File: config.mk
export PLATFORM = sky130hd
export DESIGN_NAME = inert_spi_seq
export DESIGN_NICKNAME = d
export VERILOG_FILES = /design/src/rtl/inert_spi_seq.sv
export SDC_FILE = /design/constraint.sdc
export NUM_CORES = 1
export LEC_CHECK = 0
export BUFFER_PORTS_ARGS = -buffer_cell sky130_fd_sc_hd__buf_2
export CORE_MARGIN = 2
export CORE_UTILIZATION = 46
export DETAILED_ROUTE_END_ITERATION = 12
export MAX_ROUTING_LAYER = met4
export PLACE_DENSITY_LB_ADDON = 0.05
export SLEW_MARGIN = 20
export SYNTH_ARGS = -nofsm -noshare
export SYNTH_HDL_FRONTEND = slang
export SYNTH_SLANG_ARGS = --single-unit
export TNS_END_PERCENT = 1
File: constraint.sdc
create_clock -name clk -period 4.22 [get_ports clk]
set_clock_uncertainty 0.05 [all_clocks]
set_input_delay 0.211 -clock clk [delete_from_list [all_inputs] [get_ports clk]]
set_output_delay 0.211 -clock clk [all_outputs]
set_load 0.01 [all_outputs]
File: src/rtl/inert_spi_seq.sv
// Inertial-sensor command sequencer: power-up wait, 4 config writes, then INT-triggered burst reads.
// Optional build macro INT_SYNC_EN inserts a 2-flop synchronizer on INT ahead of the edge detector.
module inert_spi_seq #(
  parameter int          INIT_CNT_W = 16,
  parameter logic [15:0] CFG0       = 16'h0D02,
  parameter logic [15:0] CFG1       = 16'h1053,
  parameter logic [15:0] CFG2       = 16'h1150,
  parameter logic [15:0] CFG3       = 16'h1460
) (
  input  logic        clk,
  input  logic        rst,
  input  logic        INT,
  input  logic        done,
  input  logic [15:0] rd_data,
  output logic        wrt,
  output logic [15:0] cmd,
  output logic        init_done,
  output logic [15:0] ptch_rt,
  output logic [15:0] yaw_rt,
  output logic        vld
);

  typedef enum logic [2:0] {
    PWR_WAIT = 3'd0,
    CFG_SEND = 3'd1,
    CFG_WAIT = 3'd2,
    IDLE     = 3'd3,
    RD_SEND  = 3'd4,
    RD_WAIT  = 3'd5,
    DONE_UPD = 3'd6
  } state_t;

  state_t                 state_r, state_s;
  logic [INIT_CNT_W-1:0]  cnt_r;
  logic [1:0]             idx_r, idx_s;
  logic                   pending_r, pending_s;
  logic [3:0][7:0]        byte_r, byte_s;
  logic                   done_q_r, done_rise_s;
  logic                   int_d_r, int_q_r, int_rise_s, int_src_s;
  logic                   wrt_s, vld_s, init_done_s;
  logic [15:0]            cmd_s, ptch_s, yaw_s;
  logic                   unused_hi_s;

  assign unused_hi_s = ^rd_data[15:8];

  function automatic logic [15:0] cfg_word(input logic [1:0] i);
    case (i)
      2'd0:    cfg_word = CFG0;
      2'd1:    cfg_word = CFG1;
      2'd2:    cfg_word = CFG2;
      2'd3:    cfg_word = CFG3;
      default: cfg_word = CFG0;
    endcase
  endfunction

  function automatic logic [15:0] rd_word(input logic [1:0] i);
    case (i)
      2'd0:    rd_word = 16'hA200;
      2'd1:    rd_word = 16'hA300;
      2'd2:    rd_word = 16'hA600;
      2'd3:    rd_word = 16'hA700;
      default: rd_word = 16'hA200;
    endcase
  endfunction

`ifdef INT_SYNC_EN
  logic sync0_r, sync1_r;

  // Two-flop synchronizer for the asynchronous INT line
  always_ff @(posedge clk) begin
    if (rst) begin
      sync0_r <= 1'b0;
      sync1_r <= 1'b0;
    end else begin
      sync0_r <= INT;
      sync1_r <= sync0_r;
    end
  end
  assign int_src_s = sync1_r;
`else
  assign int_src_s = INT;
`endif

  // Edge detectors for INT and done
  always_ff @(posedge clk) begin
    if (rst) begin
      int_d_r  <= 1'b0;
      int_q_r  <= 1'b0;
      done_q_r <= 1'b0;
    end else begin
      int_d_r  <= int_src_s;
      int_q_r  <= int_d_r;
      done_q_r <= done;
    end
  end

  assign int_rise_s  = int_d_r & ~int_q_r;
  assign done_rise_s = done & ~done_q_r;

  // State register and sequencing datapath
  always_ff @(posedge clk) begin
    if (rst) begin
      state_r   <= PWR_WAIT;
      cnt_r     <= '0;
      idx_r     <= 2'd0;
      pending_r <= 1'b0;
      byte_r    <= '0;
    end else begin
      state_r   <= state_s;
      cnt_r     <= (state_r == PWR_WAIT) ? cnt_r + INIT_CNT_W'(1) : cnt_r;
      idx_r     <= idx_s;
      pending_r <= pending_s;
      byte_r    <= byte_s;
    end
  end

  // Next-state, index, pending-flag and byte-capture logic
  always_comb begin
    state_s   = state_r;
    idx_s     = idx_r;
    pending_s = pending_r;
    byte_s    = byte_r;
    case (state_r)
      PWR_WAIT: begin
        if (&cnt_r) begin
          state_s = CFG_SEND;
          idx_s   = 2'd0;
        end else begin
          state_s = PWR_WAIT;
        end
      end
      CFG_SEND: state_s = CFG_WAIT;
      CFG_WAIT: begin
        if (done_rise_s) begin
          if (idx_r == 2'd3) begin
            state_s = IDLE;
          end else begin
            idx_s   = idx_r + 2'd1;
            state_s = CFG_SEND;
          end
        end else begin
          state_s = CFG_WAIT;
        end
      end
      IDLE: begin
        if (int_rise_s || pending_r) begin
          state_s   = RD_SEND;
          idx_s     = 2'd0;
          pending_s = 1'b0;
        end else begin
          state_s = IDLE;
        end
      end
      RD_SEND: begin
        state_s   = RD_WAIT;
        pending_s = pending_r | int_rise_s;
      end
      RD_WAIT: begin
        pending_s = pending_r | int_rise_s;
        if (done_rise_s) begin
          byte_s[idx_r] = rd_data[7:0];
          if (idx_r == 2'd3) begin
            state_s = DONE_UPD;
          end else begin
            idx_s   = idx_r + 2'd1;
            state_s = RD_SEND;
          end
        end else begin
          state_s = RD_WAIT;
        end
      end
      DONE_UPD: begin
        state_s   = IDLE;
        pending_s = pending_r | int_rise_s;
      end
      default: state_s = PWR_WAIT;
    endcase
  end

  // Output next-values, decoded from the upcoming state so outputs line up with it
  always_comb begin
    wrt_s       = (state_s == CFG_SEND) || (state_s == RD_SEND);
    vld_s       = (state_s == DONE_UPD);
    init_done_s = init_done | ((state_r == CFG_WAIT) && (state_s == IDLE));
    if (state_s == CFG_SEND) begin
      cmd_s = cfg_word(idx_s);
    end else if (state_s == RD_SEND) begin
      cmd_s = rd_word(idx_s);
    end else begin
      cmd_s = cmd;
    end
    // Both rates load together so a reader never sees a mixed pair
    if (state_s == DONE_UPD) begin
      ptch_s = {byte_s[1], byte_s[0]};
      yaw_s  = {byte_s[3], byte_s[2]};
    end else begin
      ptch_s = ptch_rt;
      yaw_s  = yaw_rt;
    end
  end

  // Registered outputs
  always_ff @(posedge clk) begin
    if (rst) begin
      wrt       <= 1'b0;
      cmd       <= 16'h0000;
      init_done <= 1'b0;
      ptch_rt   <= 16'h0000;
      yaw_rt    <= 16'h0000;
      vld       <= 1'b0;
    end else begin
      wrt       <= wrt_s;
      cmd       <= cmd_s;
      init_done <= init_done_s;
      ptch_rt   <= ptch_s;
      yaw_rt    <= yaw_s;
      vld       <= vld_s;
    end
  end

endmodule

* Yosys cells after proc, flatten, opt, wreduce, memory -nomap -nowiden *
Index checks and enable logic that the tools add are counted.

operators by class
  bitwise gates (word level) = 6
  $add $sub $neg = 2
  $lt $le $gt $ge = 2
  mux-type cells = 23
  eq/ne operators = 15
  reduce and logical (&&, ||, !) cells = 12

operators with widths
  cell                                                  count
  one-hot mux 16 bit (4 select lines)                   2
  two-way mux 32 bit                                    2
  bitwise mux 32 bit                                    1
  two-way mux 16 bit                                    2
  one-hot mux 3 bit (7 select lines)                    1
  adder 16 x 1 -> 16 bit (second input constant)        1
  demux 8 bit (select 2 bit)                            1
  AND reduction 16 bit                                  1
  equality test 3 bit (second input constant)           5
  two-way mux 2 bit                                     6
  equality test 3 x 2 -> 1 bit (second input constant)  3
  two-way mux 3 bit                                     3
  two-way mux 8 bit                                     1
  equality test 2 bit (second input constant)           3
  equality test 3 x 1 -> 1 bit (second input constant)  2
  one-hot mux 2 bit (3 select lines)                    1
  nonzero test 2 bit                                    2
  logical NOT 3 bit                                     1
  < comparator 2 x 3 -> 1 bit (second input constant)   1
  OR reduction 3 bit                                    1
  adder 2 x 1 -> 2 bit (second input constant)          1
  bitwise AND 1 bit                                     2
  equality test 2 x 1 -> 1 bit (second input constant)  1
  >= comparator 2 x 1 -> 1 bit (second input constant)  1
  10 further kinds                                      15

storage, ports and cells
  input bits = 20
  logic and storage cells = 77
  register bits after elaboration = 108
  output and inout port bits = 51

* Logic depth before layout (Yosys ltp) *
  word-level depth = 9
  mapped depth = 12
  gate-level depth less buffers = 10

* Worst setup path after synthesis *
No wires, ideal clock.

  path kind = flip-flop to flip-flop
  from = register state_r[1]
  to = register cmd[8]
  buffers on the path = 1
  stages on the path, launching flop included = 10
  slack = 1.263 ns
  data arrival time = 2.768 ns
  required time = 4.031 ns
  library setup time = 0.139 ns
  period minus slack after synthesis = 2.957 ns
  cell sequence = dfxtp_1 > clkbuf_1 > or3b_2 > a21oi_1 > nor2_1 > nor4_1 > inv_1 > ha_1 > o41ai_1 > a221oi_2

between the ends
  cells in the longest elaborated chain, start to end = 7
  elaborated cells on any way between the ends = 21
  those cells by class = 11 x eq/ne; 6 x mux; 4 x reduce/logical

ends and longest elaborated chain
  what                                                                        line    RTL
  from (decl)                                                                 33      state_t state_r, state_s;
  from (signal assigned)                                                      109     state_r <= state_s;
  equality test 3 x 2 -> 1 bit / equality test 3 bit (equally long branches)  123     case (state_r)
  OR reduction 2 bit (no line)                                                -
  one-hot mux 2 bit (3 select lines)                                          123
  equality test 2 bit, or another cell as far along                           47, 57
  one-hot mux 16 bit (4 select lines)                                         57      case (i)
  two-way mux 16 bit                                                          187     end else if (state_s == RD_SEND) begin
  two-way mux 16 bit                                                          185     if (state_s == CFG_SEND) begin
  to (signal assigned)                                                        213     cmd <= cmd_s;
  to (decl)                                                                   16      output logic [15:0] cmd,

Parallel ways exist; a longest one is shown, timed or not. The select of a mux whose other input is x is not followed.
A chain may end at the register's enable or synchronous reset.

* Worst setup path in the final report *
Same ends and word-level chain as after synthesis.

==> reports/results.tsv <==
stage	metric	value	unit
status	outcome	finished, final reports clean	
logic_synthesis	synth_warnings	0	
logic_synthesis	synth_flop_cell	dfxtp_1	
floorplan	fp.coreArea	0.00809	mm2
global_routing	grt_pass1_vias	2709	
layout	fillCellCount	818	
layout	multi_input_area	0.00178	mm2
detailed_routing	route.detailed.drc	0	
setup_path	critPathLaunchType	register	
setup_path	crit_arrival	3460	ps
cts	insertion_delay	350	ps
detailed_routing	top_layer	met4	
timing	hold_slack	44.6	ps
floorplan	start_util	0.468	
cts	ctsHoldBuffers	0	
floorplan	fp.dieH	94.8	um
timing	fin_crit	3310	ps
layout	nets	504	
hold_path	hold_class	primary input to register	
job	max_cap_violations	0	
layout	fin_area	0.00430	mm2
placement	dp.cells	571	
timing	fin_crit_sh	0.783	
timing	rsz0062_at_grt	false	
logic_synthesis	syn_area	0.00379	mm2
detailed_routing	viasPerCell	5.02	
cts	post-cts-setup-buffer-count	0	
detailed_routing	first_iter_violations	115	
setup_path	worstSetupPathType	register to register	
timing	slew_headroom	0.367	
hold_path	min_delay_path_depth	2	
global_routing	track_usage	0.184	
timing	tightest_slew	946	ps
placement	globalplace.congestion	0.803	
setup_path	r2r_cells	8	
global_routing	grt_pass1_wl	12600	um
cts	clockBufferDepth	2	
cts	htree_levels	3	
cts	cts_tree	yes	
logic_synthesis	synthDistinctLibCells	48	
power_and_ir_drop	power_density	353	mW/mm2
setup_path	required	4380	ps
logic_synthesis	ys_seq_area_frac	0.491	
detailed_routing	via_count	2944	
timing	fmax	0.303	GHz
global_routing	grt_overflow_total	0	
logic_synthesis	async_flop_share	0	
hold_path	min_from	INT	
timing	setup_tns	0	ps
power_and_ir_drop	p_total	1.52	mW
cts	cts_buffers	9	
global_routing	grt_max_degree	64	
placement	portBuffers	58	
layout	stdcell_count	587	
cts	cts_root_buf	clkbuf_8	
logic_synthesis	synth-edff-count	0	
floorplan	dieArea	0.00898	mm2
power_and_ir_drop	peakVddDrop	0.169	mV
timing	drv_slew	0	
floorplan	die_w	94.8	um
layout	syn_to_final_growth	13.5	%
layout	final-seq-area	0.00186	mm2
cts	cts_resized	0	
setup_path	critPathLaunch	state_r[1]$_SDFF_PP0_	
layout	diodes	0	
detailed_routing	antenna_left	0	
detailed_routing	drtPass1Iterations	4	
layout	layout-drive-gt1-share	0.180	
detailed_routing	wl_per_cell	13.0	um
detailed_routing	wl_met3	268	um
timing	final-setup-viol-count	0	
setup_path	endpoint_kind	register	
logic_synthesis	synthCells	434	
floorplan	row_count	33	
detailed_routing	drt-total-wl	7630	um
floorplan	boundaryPins	71	
global_routing	antenna_found_initial	0	
logic_synthesis	synth_seq_cells	93	
setup_path	r2r-start	state_r[1]$_SDFF_PP0_	
detailed_routing	dr_wl_met2	3730	um
placement	hpwl	5120	um
power_and_ir_drop	power.leakage	1.67	nW
detailed_routing	met1_length	3560	um
cts	clkTransAtPathRegs	90	ps
placement	postPlaceCellArea	0.00410	mm2
timing	hold_viol_final	0	
setup_path	crit_fanout	11	
logic_synthesis	postSynthAreaPerCell	8.73	um2
cts	cts.sinks	93	
-- cell families (layout without fill, tap and decap cells) --
group,after synthesis,in the layout,synth area share
mux,25,25,0.0661
buf+inv,36,81,0.0433
other cells,1,4,0.000990
xor+xnor,14,14,0.0324
fa+ha+maj,7,7,0.0231
simple gates,188,188,0.232
compound gates,70,70,0.111
flops,93,93,0.491
-- where the power goes --
part	total, mW	internal, mW	switching, mW
clock network	0.597	0.278	0.318
logic	0.0373	0.0102	0.0271
registers	0.883	0.881	0.00271
-- placed cells by master (no fill, tap or decap), drive strengths merged, types with 8 or more instances in the layout --
cell type  count
nor2          51
nand3         12
clkbuf        10
a21oi         46
buf           61
mux2i         25
dfxtp         93
xor2          10
nand2b         8
nand2         78
-- final timing paths --
path	endpoint	slack (ps)
worst max-delay path	cmd[8]$_SDFFE_PP0P_	910
worst min-delay path	int_d_r$_SDFF_PP0_	40
worst max register to register	cmd[8]$_SDFFE_PP0P_	910
worst min register to register	yaw_rt[2]$_SDFFE_PP0P_	410
-- synthesized netlist by cell type (all sizes together), types with 7 or more instances --
cell     n  area share
dfxtp   93        0.49
nand2   78       0.077
nor2    51       0.051
a21oi   46       0.061
mux2i   25       0.066
clkbuf  22       0.022
nand3   12       0.016
buf     10       0.018
xor2    10       0.023
nand2b   8       0.013
ha       7       0.023
nor2b    7       0.012
o21ai    7      0.0092
-- metal layers --
layer  vias to the layer above  track usage
li1                       1536            -
met1                      1353        0.231
met2                        49        0.291
met3                         6       0.0359
met4                         0       0.0725
met5                         -            -
-- registers in the layout (all words and copies together), names as in the netlist --
name / flops
done_q_r: 1
cnt_r: 16
state_r: 3
idx_r: 2
cmd: 9
wrt: 1
int_d_r: 1
ptch_rt: 16
yaw_rt: 16
byte_r: 24
int_q_r: 1
pending_r: 1
vld: 1
init_done: 1
-- cell type report --
cell class              instances  share of cell area
clock buffers                  10              0.0297
well taps                     105              0.0306
inverters                       4             0.00349
multi-input cells             308               0.414
repair buffers                 61              0.0733
flip-flops and latches         93               0.433
clock inverters                 6              0.0163
-- critical path: stages, from the launching register on --
cell and delay (ps):
dfxtp_1 550, or3b_2 500, a21oi_1 230, nor2_1 60
nor4_1 760, inv_1 220, ha_1 260, o41ai_1 450
a221oi_2 90
-- stage by stage --
stage | utilization | setup slack, ps
after floorplan | - | 1260
after global placement | 0.506 | 950
after detailed placement | 0.506 | 930
after CTS | 0.531 | 898
after global routing | 0.531 | 564
final | 0.531 | 915
Note: power is estimated with default switching activity, not from simulation.
